File: config.mk
export PLATFORM = sky130hd
export DESIGN_NAME = i2c_sensor_poller
export DESIGN_NICKNAME = d
export VERILOG_FILES = /design/src/rtl/i2c_sensor_poller.sv
export SDC_FILE = /design/constraint.sdc
export NUM_CORES = 1
export LEC_CHECK = 0
export BUFFER_PORTS_ARGS = -buffer_cell sky130_fd_sc_hd__buf_2
export CAP_MARGIN = 40
export CORE_UTILIZATION = 58
export CTS_CLUSTER_SIZE = 12
export DETAILED_ROUTE_END_ITERATION = 7
export PLACE_DENSITY = 0.82
export SYNTH_ARGS = -nofsm -noshare
export SYNTH_HDL_FRONTEND = slang
export SYNTH_SLANG_ARGS = --single-unit
File: constraint.sdc
create_clock -name clk -period 3.3 [get_ports clk]
set_clock_uncertainty 0.05 [all_clocks]
set_input_delay 0.495 -clock clk [delete_from_list [all_inputs] [get_ports clk]]
set_output_delay 0.495 -clock clk [all_outputs]
set_load 0.1 [all_outputs]
File: src/rtl/i2c_sensor_poller.sv
// -----------------------------------------------------------------------------
// i2c_sensor_poller
//
// Upstream sequencer for an I2C master. Once start_en is raised it writes one
// init register to the sensor, then repeatedly reads a bank of NUM_REGS 16-bit
// registers (REG_BASE, REG_BASE+2, ...). Successful reads are presented as
// indexed samples; failed transactions are counted in a saturating counter.
//
// Optional feature (macro POLLER_RETRY_EN):
//   defined   - a failed read (error or request timeout) is reissued once for
//               the same index; only the second failure counts and skips it.
//   undefined - every failure counts and the index is skipped.
//
// Ports:
//   clk           in   system clock
//   rst           in   asynchronous active-high reset
//   start_en      in   level; polling runs while high
//   i2c_en        out  transaction request to the master
//   i2c_rw        out  0 = write, 1 = read
//   i2c_addr      out  7-bit device address (always DEV_ADDR)
//   i2c_reg_addr  out  target register
//   i2c_data      out  write data (INIT_DATA during init, 0 otherwise)
//   i2c_burst     out  constant 0
//   i2c_busy      in   master busy
//   i2c_err       in   master error flag, valid when busy falls
//   i2c_data_o    in   master read data, valid when busy falls
//   ready         out  init write completed successfully
//   sample_valid  out  one-cycle sample strobe
//   sample_idx    out  register index of the sample
//   sample_data   out  sample value
//   err_count     out  saturating failed-transaction count
//   dbg_state     out  current FSM state encoding (observation only)
//
// Handshake: a request is raised by holding i2c_en=1 with rw/reg_addr/data
// stable; the master accepts it by raising i2c_busy, after which i2c_en drops
// on the next edge. The transaction completes on the busy falling edge
// (busy 1 in the previous cycle, 0 now), when i2c_err/i2c_data_o are taken.
// sample_valid is a single-cycle strobe with no back-pressure.
// -----------------------------------------------------------------------------
module i2c_sensor_poller #(
    parameter logic [6:0]  DEV_ADDR    = 7'h68,
    parameter logic [7:0]  INIT_REG    = 8'h6B,
    parameter logic [15:0] INIT_DATA   = 16'h0000,
    parameter logic [7:0]  REG_BASE    = 8'h3B,
    parameter int          NUM_REGS    = 3,
    parameter int          POLL_PERIOD = 100000,
    parameter int          REQ_TIMEOUT = 1000
) (
    input  logic        clk,
    input  logic        rst,
    input  logic        start_en,
    output logic        i2c_en,
    output logic        i2c_rw,
    output logic [6:0]  i2c_addr,
    output logic [7:0]  i2c_reg_addr,
    output logic [15:0] i2c_data,
    output logic        i2c_burst,
    input  logic        i2c_busy,
    input  logic        i2c_err,
    input  logic [15:0] i2c_data_o,
    output logic        ready,
    output logic        sample_valid,
    output logic [1:0]  sample_idx,
    output logic [15:0] sample_data,
    output logic [7:0]  err_count,
    output logic [2:0]  dbg_state
);

    typedef enum logic [2:0] {
        IDLE      = 3'd0,
        INIT_REQ  = 3'd1,
        INIT_WAIT = 3'd2,
        PERIOD    = 3'd3,
        RD_REQ    = 3'd4,
        RD_WAIT   = 3'd5
    } state_t;

    localparam logic [31:0] PERIOD_LOAD  = 32'(POLL_PERIOD - 1);
    localparam logic [31:0] TIMEOUT_LAST = 32'(REQ_TIMEOUT - 1);
    localparam logic [1:0]  LAST_IDX     = 2'(NUM_REGS - 1);

    state_t      state;
    logic [1:0]  idx;
    logic [31:0] cnt;      // request timeout count in REQ states, countdown in PERIOD
    logic        busy_q;
    logic        busy_fall;
`ifdef POLLER_RETRY_EN
    logic        retried;  // current idx has already been reissued once
`endif

    assign busy_fall = busy_q & ~i2c_busy;
    assign dbg_state = state;

    function automatic logic [7:0] sat_inc(input logic [7:0] v);
        return (v == 8'hFF) ? v : v + 8'd1;
    endfunction

    always_ff @(posedge clk or posedge rst) begin
        if (rst) begin
            state        <= IDLE;
            idx          <= 2'd0;
            cnt          <= 32'd0;
            busy_q       <= 1'b0;
            i2c_en       <= 1'b0;
            i2c_rw       <= 1'b0;
            i2c_addr     <= DEV_ADDR;
            i2c_reg_addr <= 8'h00;
            i2c_data     <= 16'h0000;
            i2c_burst    <= 1'b0;
            ready        <= 1'b0;
            sample_valid <= 1'b0;
            sample_idx   <= 2'd0;
            sample_data  <= 16'h0000;
            err_count    <= 8'h00;
`ifdef POLLER_RETRY_EN
            retried      <= 1'b0;
`endif
        end else begin
            busy_q       <= i2c_busy;
            sample_valid <= 1'b0;
            i2c_addr     <= DEV_ADDR;
            i2c_burst    <= 1'b0;

            case (state)
                IDLE: begin
                    if (start_en) begin
                        if (ready) begin
                            state <= PERIOD;
                            cnt   <= PERIOD_LOAD;
                        end else begin
                            state <= INIT_REQ;
                        end
                    end
                end

                // First cycle in a REQ state raises the request even if busy
                // is already high; busy is only honoured once i2c_en is up.
                INIT_REQ: begin
                    if (!i2c_en) begin
                        i2c_en       <= 1'b1;
                        i2c_rw       <= 1'b0;
                        i2c_reg_addr <= INIT_REG;
                        i2c_data     <= INIT_DATA;
                        cnt          <= 32'd0;
                    end else if (i2c_busy) begin
                        i2c_en <= 1'b0;
                        state  <= INIT_WAIT;
                    end else if (cnt == TIMEOUT_LAST) begin
                        i2c_en    <= 1'b0;
                        err_count <= sat_inc(err_count);
                        state     <= PERIOD;
                        cnt       <= PERIOD_LOAD;
                    end else begin
                        cnt <= cnt + 32'd1;
                    end
                end

                INIT_WAIT: begin
                    if (busy_fall) begin
                        if (i2c_err) begin
                            err_count <= sat_inc(err_count);
                        end else begin
                            ready <= 1'b1;
                        end
                        state <= PERIOD;
                        cnt   <= PERIOD_LOAD;
                    end
                end

                PERIOD: begin
                    if (!start_en) begin
                        state <= IDLE;
                    end else if (cnt == 32'd0) begin
                        state <= ready ? RD_REQ : INIT_REQ;
                    end else begin
                        cnt <= cnt - 32'd1;
                    end
                end

                RD_REQ: begin
                    if (!i2c_en) begin
                        i2c_en       <= 1'b1;
                        i2c_rw       <= 1'b1;
                        i2c_reg_addr <= REG_BASE + {5'b0, idx, 1'b0};
                        i2c_data     <= 16'h0000;
                        cnt          <= 32'd0;
                    end else if (i2c_busy) begin
                        i2c_en <= 1'b0;
                        state  <= RD_WAIT;
                    end else if (cnt == TIMEOUT_LAST) begin
                        i2c_en <= 1'b0;
`ifdef POLLER_RETRY_EN
                        if (!retried) begin
                            // Stay in RD_REQ: the request is raised again next cycle.
                            retried <= 1'b1;
                        end else begin
                            retried   <= 1'b0;
                            err_count <= sat_inc(err_count);
                            idx       <= 2'd0;
                            state     <= PERIOD;
                            cnt       <= PERIOD_LOAD;
                        end
`else
                        err_count <= sat_inc(err_count);
                        idx       <= 2'd0;
                        state     <= PERIOD;
                        cnt       <= PERIOD_LOAD;
`endif
                    end else begin
                        cnt <= cnt + 32'd1;
                    end
                end

                RD_WAIT: begin
                    if (busy_fall) begin
                        if (!i2c_err) begin
                            sample_valid <= 1'b1;
                            sample_idx   <= idx;
                            sample_data  <= i2c_data_o;
`ifdef POLLER_RETRY_EN
                            retried      <= 1'b0;
`endif
                            if (idx == LAST_IDX) begin
                                idx   <= 2'd0;
                                state <= PERIOD;
                                cnt   <= PERIOD_LOAD;
                            end else begin
                                idx   <= idx + 2'd1;
                                state <= RD_REQ;
                            end
`ifdef POLLER_RETRY_EN
                        end else if (!retried) begin
                            retried <= 1'b1;
                            state   <= RD_REQ;
`endif
                        end else begin
`ifdef POLLER_RETRY_EN
                            retried   <= 1'b0;
`endif
                            err_count <= sat_inc(err_count);
                            if (idx == LAST_IDX) begin
                                idx   <= 2'd0;
                                state <= PERIOD;
                                cnt   <= PERIOD_LOAD;
                            end else begin
                                idx   <= idx + 2'd1;
                                state <= RD_REQ;
                            end
                        end
                    end
                end

                default: state <= IDLE;
            endcase
        end
    end

endmodule

==> flow_summary_export.csv <==
group,metric,value,unit
pwr,finalPower,6.36,mW
placement,hpwl,9620,µm
die,ios,86,
critical_path,required,3.47,ns
die,die_y,97.4,µm
die,fp.coreArea,8760,µm²
outcome,outcome,"finished clean",
layout,n_antenna_cell,0,
cts,clock_latency,0.36,ns
timing,rsz0062_at_grt,"false",
cts,cts_made_buffers,9,
min_path,worstHoldPathType,"in2async",
layout,layout.nets,681,
timing,setup-violations-final,0,
route,via_count,5005,
cts,cts_setup_buffers,0,
cts,cts_buffer_depth,2,
route,wl_per_cell,18.3,µm
critical_path,end_kind,"register",
timing,fmax,343,MHz
route,post-route-drc-count,0,
global_route,grt_antenna_before_repair,0,
layout,drive_gt1_frac,0.205,
critical_path,critPathKind,"reg2reg",
cts,holdBufCountCts,0,
layout,layoutNonFillerInstCount,765,
timing,period_share,0.883,
layout,final_area,5730,µm²
placement,dpl_cell_area,5540,µm²
cts,root_buffer,"clkbuf_8",
placement,routabilityCongestion,0.945,
critical_path,cp.arrival,3.08,ns
synth,ys_types,71,
die,die_area,9490,µm²
route,drtIter0Drc,413,
die,initial_core_util,0.603,
timing,worst_pin_slew,0.884,ns
route,first_pass_iters,5,
global_route,grt_max_degree,37,
global_route,grt_overflow,0,
die,die_w,97.4,µm
critical_path,startpoint_type,"register",
synth,avgSynthCellArea,8.63,µm²
cts,cts_tree,"yes",
synth,yosys_warnings,0,
synth,postSynthCellCount,612,
layout,area_growth,8.41,%
global_route,grtUsageTotal,0.296,
pwr,p_per_area,1110,nW/µm²
placement,dp.cells,750,
route,drt-total-wl,14000,µm
run,cap_violations,0,
timing,relSlewSlack,0.411,
die,row_count,34,
route,drtAntennaViolNets,0,
pwr,ir_drop,1.01,mV
synth,ys_seq_elements,74,
cts,cts.sinks,74,
global_route,grt_pass1_wl,22900,µm
cts,cts_resized,0,
placement,portBuffers,60,
timing,finalHoldViolCount,0,
timing,setup_tns,0,ns
synth,synth-edff-count,0,
synth,syn-cell-area,5280,µm²
global_route,grt_pass1_vias,4719,
synth,synth_seq_area_share,0.351,
pwr,p_leak,2.46,nW
layout,layout_commonest_cell,"dfrtp_1",
layout,final_core_util,0.653,
cts,cts_htree_levels,3,
synth,synth_flop_cell,"dfrtp_1",
timing,final_max_slew_viol_count,0,
layout,final_cell_mix,"dfrtp_1, buf_2, nor2_1",
timing,fin_crit,2.91,ns
synth,async_flop_share,1.00,
cts,path_clk_slew,0.09,ns
critical_path,cp_max_fo,12,
route,vias_per_cell,6.54,
[cell type report]
type,count,area [µm²]
clock buffer,9,124
timing repair buffer,79,443
multi-input combinational,471,3040
fill,737,3040
sequential,74,1850
tap,108,135
inverter,18,67.6
clock inverter,6,65.1
[synthesized netlist by cell type (6+ instances only)]
cell,n,area share
o32ai_1,7,0.012
o21a_1,9,0.013
nand3_1,28,0.027
mux2_2,18,0.038
a21oi_1,35,0.033
xnor2_1,19,0.032
o211ai_1,6,0.0085
inv_1,18,0.013
o2bb2ai_1,7,0.012
a22o_1,11,0.018
nand2_1,34,0.024
ha_1,7,0.017
o22ai_1,7,0.0083
nor3_1,23,0.022
nand4_1,16,0.019
dfrtp_1,74,0.35
buf_4,27,0.038
o21ai_1,9,0.0085
buf_2,6,0.0057
o21ai_0,28,0.027
and3_1,10,0.012
a31oi_1,6,0.0071
nor4_1,11,0.013
nor2_1,51,0.036
clkbuf_1,34,0.024
[power breakdown]
part           internal (mW)  leakage [nW]  total, mW  switching, mW
clock network          0.348        0.0959      0.716          0.368
logic                   1.08          1.41       4.11           3.03
registers               1.15         0.955       1.54          0.383
total                   2.58          2.46       6.36           3.78
[final timing paths]
check | slack (ns) | to | start | cells after the start
worst max-delay path | 0.39 | cnt[24] | cnt[11] | 7
min in group clk | 0.31 | sample_data[0] | i2c_data_o[0] | 2
worst max register to register | 0.39 | cnt[24] | cnt[11] | 7
max in group asynchronous | 2.19 | sample_data[15] | rst | 3
worst min register to register | 0.42 | i2c_reg_addr[0] | i2c_reg_addr[0] | 1
worst min-delay path | 0.23 | i2c_rw | rst | 2
[routing by layer]
metal	up-vias	track usage	part of all wire
met2	275	0.480	0.47
met3	35	0.0489	0.078
met4	0	0.105	0.021
li1	2295	-	-
met5	-	0	0
met1	2400	0.399	0.43
[registers in the layout (all words and copies together) (netlist names), 2 cells and up]
| register | cells |
|---|---|
| sample_idx | 2 |
| cnt | 32 |
| err_count | 8 |
| dbg_state | 3 |
| i2c_reg_addr | 6 |
| sample_data | 16 |
| idx | 2 |
[critical path, stage by stage (launching register included)]
cell and delay, ns:
dfrtp_1 0.52, or4_1 0.70, nor4b_4 0.46, and4_1 0.34
nor2_1 0.12, buf_4 0.20, a221oi_1 0.27, a21oi_1 0.11
[logic make-up after synthesis]
logic type,Yosys count,share of synthesized area
mux,19,0.0412
flops,74,0.351
compound gates,167,0.220
buf+inv,90,0.0903
other cells,2,0.00142
simple gates,229,0.240
fa+ha+maj,7,0.0166
xor+xnor,24,0.0398
[metrics by stage]
stage | setup WS (ns) | hold slack (ns)
after CTS | 0.409 | 0.257
after global routing | 0.192 | 0.300
after global placement | 0.566 | 0.399
after detailed placement | 0.440 | 0.402
final | 0.386 | 0.228
after floorplan | 0.504 | 0.464
Power figures use the tool's default switching activity.
